===== config.mk =====
export PLATFORM = sky130hd
export DESIGN_NAME = usfft_bitstream_decoder
export DESIGN_NICKNAME = d
export VERILOG_FILES = /design/src/rtl/usfft_bitstream_decoder.sv
export SDC_FILE = /design/constraint.sdc
export NUM_CORES = 1
export LEC_CHECK = 0
export CAP_MARGIN = 20
export CORE_ASPECT_RATIO = 0.8
export CORE_MARGIN = 3
export CORE_UTILIZATION = 45
export CTS_CLUSTER_DIAMETER = 200
export DETAILED_ROUTE_END_ITERATION = 10
export PLACE_DENSITY_LB_ADDON = 0.3
export SYNTH_ARGS = -nofsm -noshare
export SYNTH_HDL_FRONTEND = slang
export SYNTH_SLANG_ARGS = --single-unit

===== constraint.sdc =====
create_clock -name iClk -period 4.4 [get_ports iClk]
set_input_delay 0.88 -clock iClk [delete_from_list [all_inputs] [get_ports iClk]]
set_output_delay 0.88 -clock iClk [all_outputs]
set_load 0.05 [all_outputs]

===== src/rtl/usfft_bitstream_decoder.sv =====
// Counts ones on the eight 4-point unary FFT output bitstreams over a 2^BITWIDTH window; valid/ready result hand-off.
// Optional macro USFFT_DEC_BIPOLAR_EN: results become bipolar two's complement (saturated count MSB inverted).
module usfft_bitstream_decoder #(
  parameter int unsigned BITWIDTH = 8
) (
  input  logic                iClk,
  input  logic                iRst,
  input  logic                iClr,
  input  logic                iStart,
  input  logic                iReady,
  input  logic                iCReal0,
  input  logic                iCImg0,
  input  logic                iCReal1,
  input  logic                iCImg1,
  input  logic                iDReal0,
  input  logic                iDImg0,
  input  logic                iDReal1,
  input  logic                iDImg1,
  output logic                oBusy,
  output logic                oValid,
  output logic [BITWIDTH-1:0] oCReal0Bin,
  output logic [BITWIDTH-1:0] oCImg0Bin,
  output logic [BITWIDTH-1:0] oCReal1Bin,
  output logic [BITWIDTH-1:0] oCImg1Bin,
  output logic [BITWIDTH-1:0] oDReal0Bin,
  output logic [BITWIDTH-1:0] oDImg0Bin,
  output logic [BITWIDTH-1:0] oDReal1Bin,
  output logic [BITWIDTH-1:0] oDImg1Bin
);

  localparam int unsigned NCH = 8;
  localparam int unsigned CW  = BITWIDTH + 1;
  localparam logic [BITWIDTH-1:0] SAMP_LAST = '1;

  typedef enum logic [1:0] {
    IDLE = 2'd0,
    ACC  = 2'd1,
    HOLD = 2'd2
  } state_e;

  state_e                          state_q, state_d;
  logic [NCH-1:0][CW-1:0]          cnt_q, cnt_d;
  logic [BITWIDTH-1:0]             samp_q, samp_d;
  logic [NCH-1:0][BITWIDTH-1:0]    res_q, res_d;
  logic                            valid_q, valid_d;
  logic                            busy_q, busy_d;
  logic [NCH-1:0]                  bits_c;

  assign bits_c = {iDImg1, iDReal1, iDImg0, iDReal0, iCImg1, iCReal1, iCImg0, iCReal0};

  // A full-window count of 2^BITWIDTH does not fit the result; clamp it to all ones.
  function automatic logic [BITWIDTH-1:0] to_result(input logic [CW-1:0] cnt);
    logic [BITWIDTH-1:0] s;
    s = cnt[BITWIDTH] ? '1 : cnt[BITWIDTH-1:0];
`ifdef USFFT_DEC_BIPOLAR_EN
    s[BITWIDTH-1] = ~s[BITWIDTH-1];
`endif
    return s;
  endfunction

  always_ff @(posedge iClk) begin
    if (iRst) begin
      state_q <= IDLE;
      cnt_q   <= '0;
      samp_q  <= '0;
      res_q   <= '0;
      valid_q <= 1'b0;
      busy_q  <= 1'b0;
    end else begin
      state_q <= state_d;
      cnt_q   <= cnt_d;
      samp_q  <= samp_d;
      res_q   <= res_d;
      valid_q <= valid_d;
      busy_q  <= busy_d;
    end
  end

  always_comb begin
    state_d = state_q;
    cnt_d   = cnt_q;
    samp_d  = samp_q;
    res_d   = res_q;
    case (state_q)
      IDLE: begin
        if (iStart) begin
          cnt_d   = '0;
          samp_d  = '0;
          state_d = ACC;
        end
      end
      ACC: begin
        for (int i = 0; i < NCH; i++) begin
          cnt_d[i] = cnt_q[i] + CW'(bits_c[i]);
        end
        samp_d = samp_q + BITWIDTH'(1);
        // Last sample of the window is folded in before the results are captured.
        if (samp_q == SAMP_LAST) begin
          for (int i = 0; i < NCH; i++) begin
            res_d[i] = to_result(cnt_d[i]);
          end
          state_d = HOLD;
        end
      end
      HOLD: begin
        if (iReady) begin
          if (iStart) begin
            cnt_d   = '0;
            samp_d  = '0;
            state_d = ACC;
          end else begin
            state_d = IDLE;
          end
        end
      end
      default: state_d = IDLE;
    endcase
    if (iClr) begin
      state_d = IDLE;
      cnt_d   = '0;
      samp_d  = '0;
      res_d   = '0;
    end
    valid_d = (state_d == HOLD);
    busy_d  = (state_d == ACC);
  end

  assign oBusy      = busy_q;
  assign oValid     = valid_q;
  assign oCReal0Bin = res_q[0];
  assign oCImg0Bin  = res_q[1];
  assign oCReal1Bin = res_q[2];
  assign oCImg1Bin  = res_q[3];
  assign oDReal0Bin = res_q[4];
  assign oDImg0Bin  = res_q[5];
  assign oDReal1Bin = res_q[6];
  assign oDImg1Bin  = res_q[7];

endmodule


==> flow_summary.html <==
<table>
<tr><th>Metric</th><th>Value</th></tr>
<tr><th colspan="2">Run status</th></tr>
<tr><td>Run status</td><td>finished clean</td></tr>
<tr><th colspan="2">CTS</th></tr>
<tr><td>CTS clk-pin slew, worst paths</td><td>0.06 ns</td></tr>
<tr><td>Post-cts repair resize count</td><td>0</td></tr>
<tr><td>Buffer count from post-CTS setup fixing</td><td>0</td></tr>
<tr><td>CTS Hold Bufs</td><td>0</td></tr>
<tr><td>Clk buf depth</td><td>2</td></tr>
<tr><td>Number of levels in the clock H-tree</td><td>4</td></tr>
<tr><td>Number of clock sinks</td><td>148</td></tr>
<tr><td>Num CTS Buffers</td><td>17</td></tr>
<tr><td>Clock tree from TritonCTS</td><td>yes</td></tr>
<tr><td>Clock root buffer</td><td>clkbuf_16</td></tr>
<tr><td>Insertion delay of the later-clocked pin in the worst-skew pair</td><td>0.43 ns</td></tr>
<tr><th colspan="2">STA</th></tr>
<tr><td>Worst Hold Margin</td><td>0.4900 ns</td></tr>
<tr><td>Final number of hold-violating endpoints</td><td>0</td></tr>
<tr><td>Setup TNS</td><td>0 ns</td></tr>
<tr><td>Worst slew pin tran</td><td>1.122 ns</td></tr>
<tr><td>Number of max-slew violations in the final report</td><td>0</td></tr>
<tr><td>Unrepaired setup endpoints after global routing</td><td>false</td></tr>
<tr><td>Part of the cycle the worst path needs</td><td>61.44%</td></tr>
<tr><td>Number of failing setup endpoints in the final timing report</td><td>0</td></tr>
<tr><td>Max-slew headroom at the worst pin</td><td>24.93%</td></tr>
<tr><td>Top achievable clock speed</td><td>369.9 MHz</td></tr>
<tr><td>Setup skew after layout</td><td>0.008445 ns</td></tr>
<tr><td>Final Critical Period</td><td>2.703 ns</td></tr>
<tr><th colspan="2">Routing</th></tr>
<tr><td>Residual DRC</td><td>0</td></tr>
<tr><td>Overall via count from detail_route</td><td>5,785</td></tr>
<tr><td>Antenna-violating nets left</td><td>0</td></tr>
<tr><td>Total wire length after detailed routing</td><td>16,630 microns</td></tr>
<tr><td>Number of iterations in the first detailed-routing pass</td><td>5</td></tr>
<tr><td>Average wire per standard cell</td><td>17.13 microns</td></tr>
<tr><td>Number of DRC violations after detailed-routing iteration 0</td><td>509</td></tr>
<tr><td>Via density</td><td>5.958</td></tr>
<tr><th colspan="2">Floorplan</th></tr>
<tr><td>Number of top-level design ports</td><td>79</td></tr>
<tr><td>Core ar.</td><td>13,930 sq um</td></tr>
<tr><td>Die width</td><td>141.1 microns</td></tr>
<tr><td>Number of placement rows</td><td>38</td></tr>
<tr><td>Full die area</td><td>16,100 sq um</td></tr>
<tr><td>Y dimension of the die</td><td>114.1 microns</td></tr>
<tr><td>Initial core utilization</td><td>47.19%</td></tr>
<tr><th colspan="2">Global route</th></tr>
<tr><td>Met2 GRT Util</td><td>30.72%</td></tr>
<tr><td>Total GRT Usage</td><td>20.99%</td></tr>
<tr><td>Routing layer with the top usage in global route</td><td>met2</td></tr>
<tr><td>Initial antenna violation count</td><td>0</td></tr>
<tr><td>Met3 demand-to-capacity share in global routing</td><td>5.010%</td></tr>
<tr><td>Wire length of the first global-routing pass</td><td>27,430 microns</td></tr>
<tr><td>Met1 track utilization from global routing</td><td>30.42%</td></tr>
<tr><td>Total congestion overflow after global routing</td><td>0</td></tr>
<tr><td>Vias in the first global route</td><td>5,471</td></tr>
<tr><td>Largest net degree at the start of global routing</td><td>67</td></tr>
<tr><th colspan="2">Synth</th></tr>
<tr><td>Gate Count Post-Synth</td><td>727</td></tr>
<tr><td>Register bit total from synthesis</td><td>148</td></tr>
<tr><td>Largest family of logic cells by synthesized area</td><td>compound AO/OA/AOI/OAI gates</td></tr>
<tr><td>Synth area leader</td><td>dfxtp_1</td></tr>
<tr><td>Number of nets produced by synthesis</td><td>757</td></tr>
<tr><td>Number of warnings issued by yosys</td><td>0</td></tr>
<tr><td>Post-synthesis mux area share</td><td>0%</td></tr>
<tr><td>Synth Area in Simple Gates</td><td>15.63%</td></tr>
<tr><td>EDFF count, synth</td><td>0</td></tr>
<tr><td>Unique masters post-synth</td><td>41</td></tr>
<tr><td>Cell area after technology mapping</td><td>6574 sq um</td></tr>
<tr><td>XOR/XNOR share of the synthesized area</td><td>7.328%</td></tr>
<tr><td>Adder and majority cell fraction of the synthesized area</td><td>3.236%</td></tr>
<tr><td>Sequential cell area fraction in the yosys report</td><td>45.07%</td></tr>
<tr><td>Main area contributors after synthesis</td><td>dfxtp_1 (45%), o21ai_0 (6.2%), xnor2_1 (4.5%)</td></tr>
<tr><td>Prevailing post-synth register cell</td><td>dfxtp_1</td></tr>
<tr><td>Ys async rst share</td><td>0%</td></tr>
<tr><td>Fraction of post-synthesis cell area in the top cell type by area</td><td>45.07%</td></tr>
<tr><td>Post-synthesis compound-gate area fraction</td><td>25.07%</td></tr>
<tr><td>Average instance area after synthesis</td><td>9.042 sq um</td></tr>
<tr><th colspan="2">Layout</th></tr>
<tr><td>Number of filler instances in the final layout</td><td>1,183</td></tr>
<tr><td>Share of cells above drive strength 1</td><td>8.597%</td></tr>
<tr><td>Area added between synthesis and finish</td><td>22.31%</td></tr>
<tr><td>ANT cells</td><td>0</td></tr>
<tr><td>Most frequent cells in the layout</td><td>dfxtp_1 (148), o21ai_0 (81), clkdlybuf4s50_1 (78), nor2_1 (60), a21oi_1 (57)</td></tr>
<tr><td>Fin nets</td><td>808</td></tr>
<tr><td>Most common library cell in the layout ignoring fill and taps</td><td>dfxtp_1</td></tr>
<tr><td>Utilization after layout</td><td>57.72%</td></tr>
<tr><th colspan="2">Critical path</th></tr>
<tr><td>Source of the worst register-to-register timing path</td><td>state_q[1]</td></tr>
<tr><td>Max Fanout on Critical Path</td><td>8</td></tr>
<tr><td>Count of cells along the worst register-to-register path</td><td>4</td></tr>
<tr><td>Crit path capture type</td><td>flip-flop</td></tr>
<tr><td>Sort of element at the start of the critical path</td><td>input pin</td></tr>
<tr><td>Worst path required time</td><td>4.67 ns</td></tr>
<tr><td>Worst endpoint data arrival time</td><td>2.97 ns</td></tr>
<tr><td>Type of the worst setup path</td><td>in2reg</td></tr>
<tr><td>Reg-to-Reg End</td><td>oCImg1Bin[5]</td></tr>
<tr><td>Register-to-register setup slack</td><td>1.89 ns</td></tr>
<tr><th colspan="2">Place</th></tr>
<tr><td>Count of input and output buffers</td><td>78</td></tr>
<tr><td>Routability cong.</td><td>0.8068</td></tr>
<tr><td>Post-detailed-placement half-perimeter wirelength</td><td>10,590 microns</td></tr>
<tr><th colspan="2">Min path</th></tr>
<tr><td>Worst hold start</td><td>samp_q[6]</td></tr>
<tr><td>Worst hold-check path type</td><td>reg2reg</td></tr>
<tr><td>Count of cells along the worst hold path</td><td>2</td></tr>
<tr><td>Worst Hold End</td><td>samp_q[6]</td></tr>
<tr><th colspan="2">Power and ir drop</th></tr>
<tr><td>Max IR drop VDD</td><td>272.3 uV</td></tr>
<tr><td>Static Leakage</td><td>2.697 nW</td></tr>
<tr><td>Power per Cell Area</td><td>361.7 nW/um^2</td></tr>
<tr><th colspan="2">Flow run</th></tr>
<tr><td>Max Cap Violations</td><td>0</td></tr>
</table>
==> how the worst max path moves through the flow <==
stage / cells past startpoint / start / to / slack, ns
floorplan: 6 / iCImg0 / oCImg0Bin[0] / 2.11
global placement: 6 / iStart / cnt_q[22] / 1.33
detailed placement: 6 / iStart / cnt_q[20] / 1.18
CTS: 6 / iStart / cnt_q[20] / 1.62
global route: 7 / iCReal1 / oCReal1Bin[6] / 1.58
finish: 6 / iDImg1 / oDImg1Bin[7] / 1.70
==> worst max-delay path, stage by stage <==
cell and delay (ns):
clkdlybuf4s50_1 0.47, ha_1 0.27, ha_1 0.27, and4_1 0.26, xnor2_1 0.65, a31oi_1 0.18
==> through the flow <==
| step | power (mW) | cells | area, sq um | setup slack, ns |
|---|---|---|---|---|
| 6_report | 2.908 | 971 | 8040 | 1.697 |
| 5_1_grt | 3.000 | 971 | 8040 | 1.577 |
| 4_1_cts | 2.922 | 970 | 8025 | 1.620 |
| 3_5_place_dp | 1.472 | 938 | 7432 | 1.183 |
| 3_3_place_gp | 1.470 | 938 | 7432 | 1.327 |
| 2_1_floorplan | 1.436 | 727 | 6574 | 2.111 |
==> layer usage <==
metal | wire length [microns] | share of wire, %
met5 | 0 | 0
met4 | 215 | 1.3
met3 | 964 | 5.8
met2 | 7319 | 44
met1 | 8135 | 49
==> synth_stat cells, drive strengths merged, types with 2 or more instances <==
library cell and n:
a211oi 3, a21oi 58, a221oi 2, a22oi 17
a311oi 17, a31oi 26, a32o 3, a41oi 2
and2 14, and3 3, and4 8, buf 14
clkbuf 41, dfxtp 148, ha 17, inv 4
nand2 24, nand2b 3, nand3 29, nand3b 9
nand4 11, nor2 61, nor3 11, o211a 3
o21ai 81, o221a 24, o2bb2ai 9, o31ai 3
or3 19, or4 3, xnor2 34, xor2 21
==> cells by family (layout without fill, tap and decap cells) <==
kind of cell	after synthesis	after routing
XOR/XNOR	55	55
adder cells (fa/ha/maj)	17	17
AO/OA/AOI/OAI	251	251
buffers and inverters	59	123
AND/OR/NAND/NOR	197	197
flip-flops	148	148
==> registers in the layout (all words and copies together), names as in the netlist <==
register    flops
cnt_q          72
oCImg1Bin       8
oCImg0Bin       8
oDImg0Bin       8
oCReal1Bin      8
state_q         2
oDReal1Bin      8
oDReal0Bin      8
samp_q          8
oBusy           1
oDImg1Bin       8
oCReal0Bin      8
oValid          1
==> final cells by class <==
cell class | instances | area, sq um | area share [%]
sequential | 148 | 2963 | 36.85
inverter | 4 | 15.01 | 0.1867
clock inverter | 11 | 132.6 | 1.650
clock buffer | 21 | 460.4 | 5.727
tap | 180 | 225.2 | 2.801
timing repair buffer | 87 | 855.8 | 10.64
multi-input combinational | 520 | 3388 | 42.14
==> power breakdown <==
part / switching (mW) / internal, mW / leakage, nW / total [mW]
registers: 0.00183 / 1.34 / 1.19 / 1.34
clock network: 0.549 / 0.914 / 0.296 / 1.46
logic: 0.0709 / 0.0311 / 1.21 / 0.102
Power figures use the tool's default switching activity.
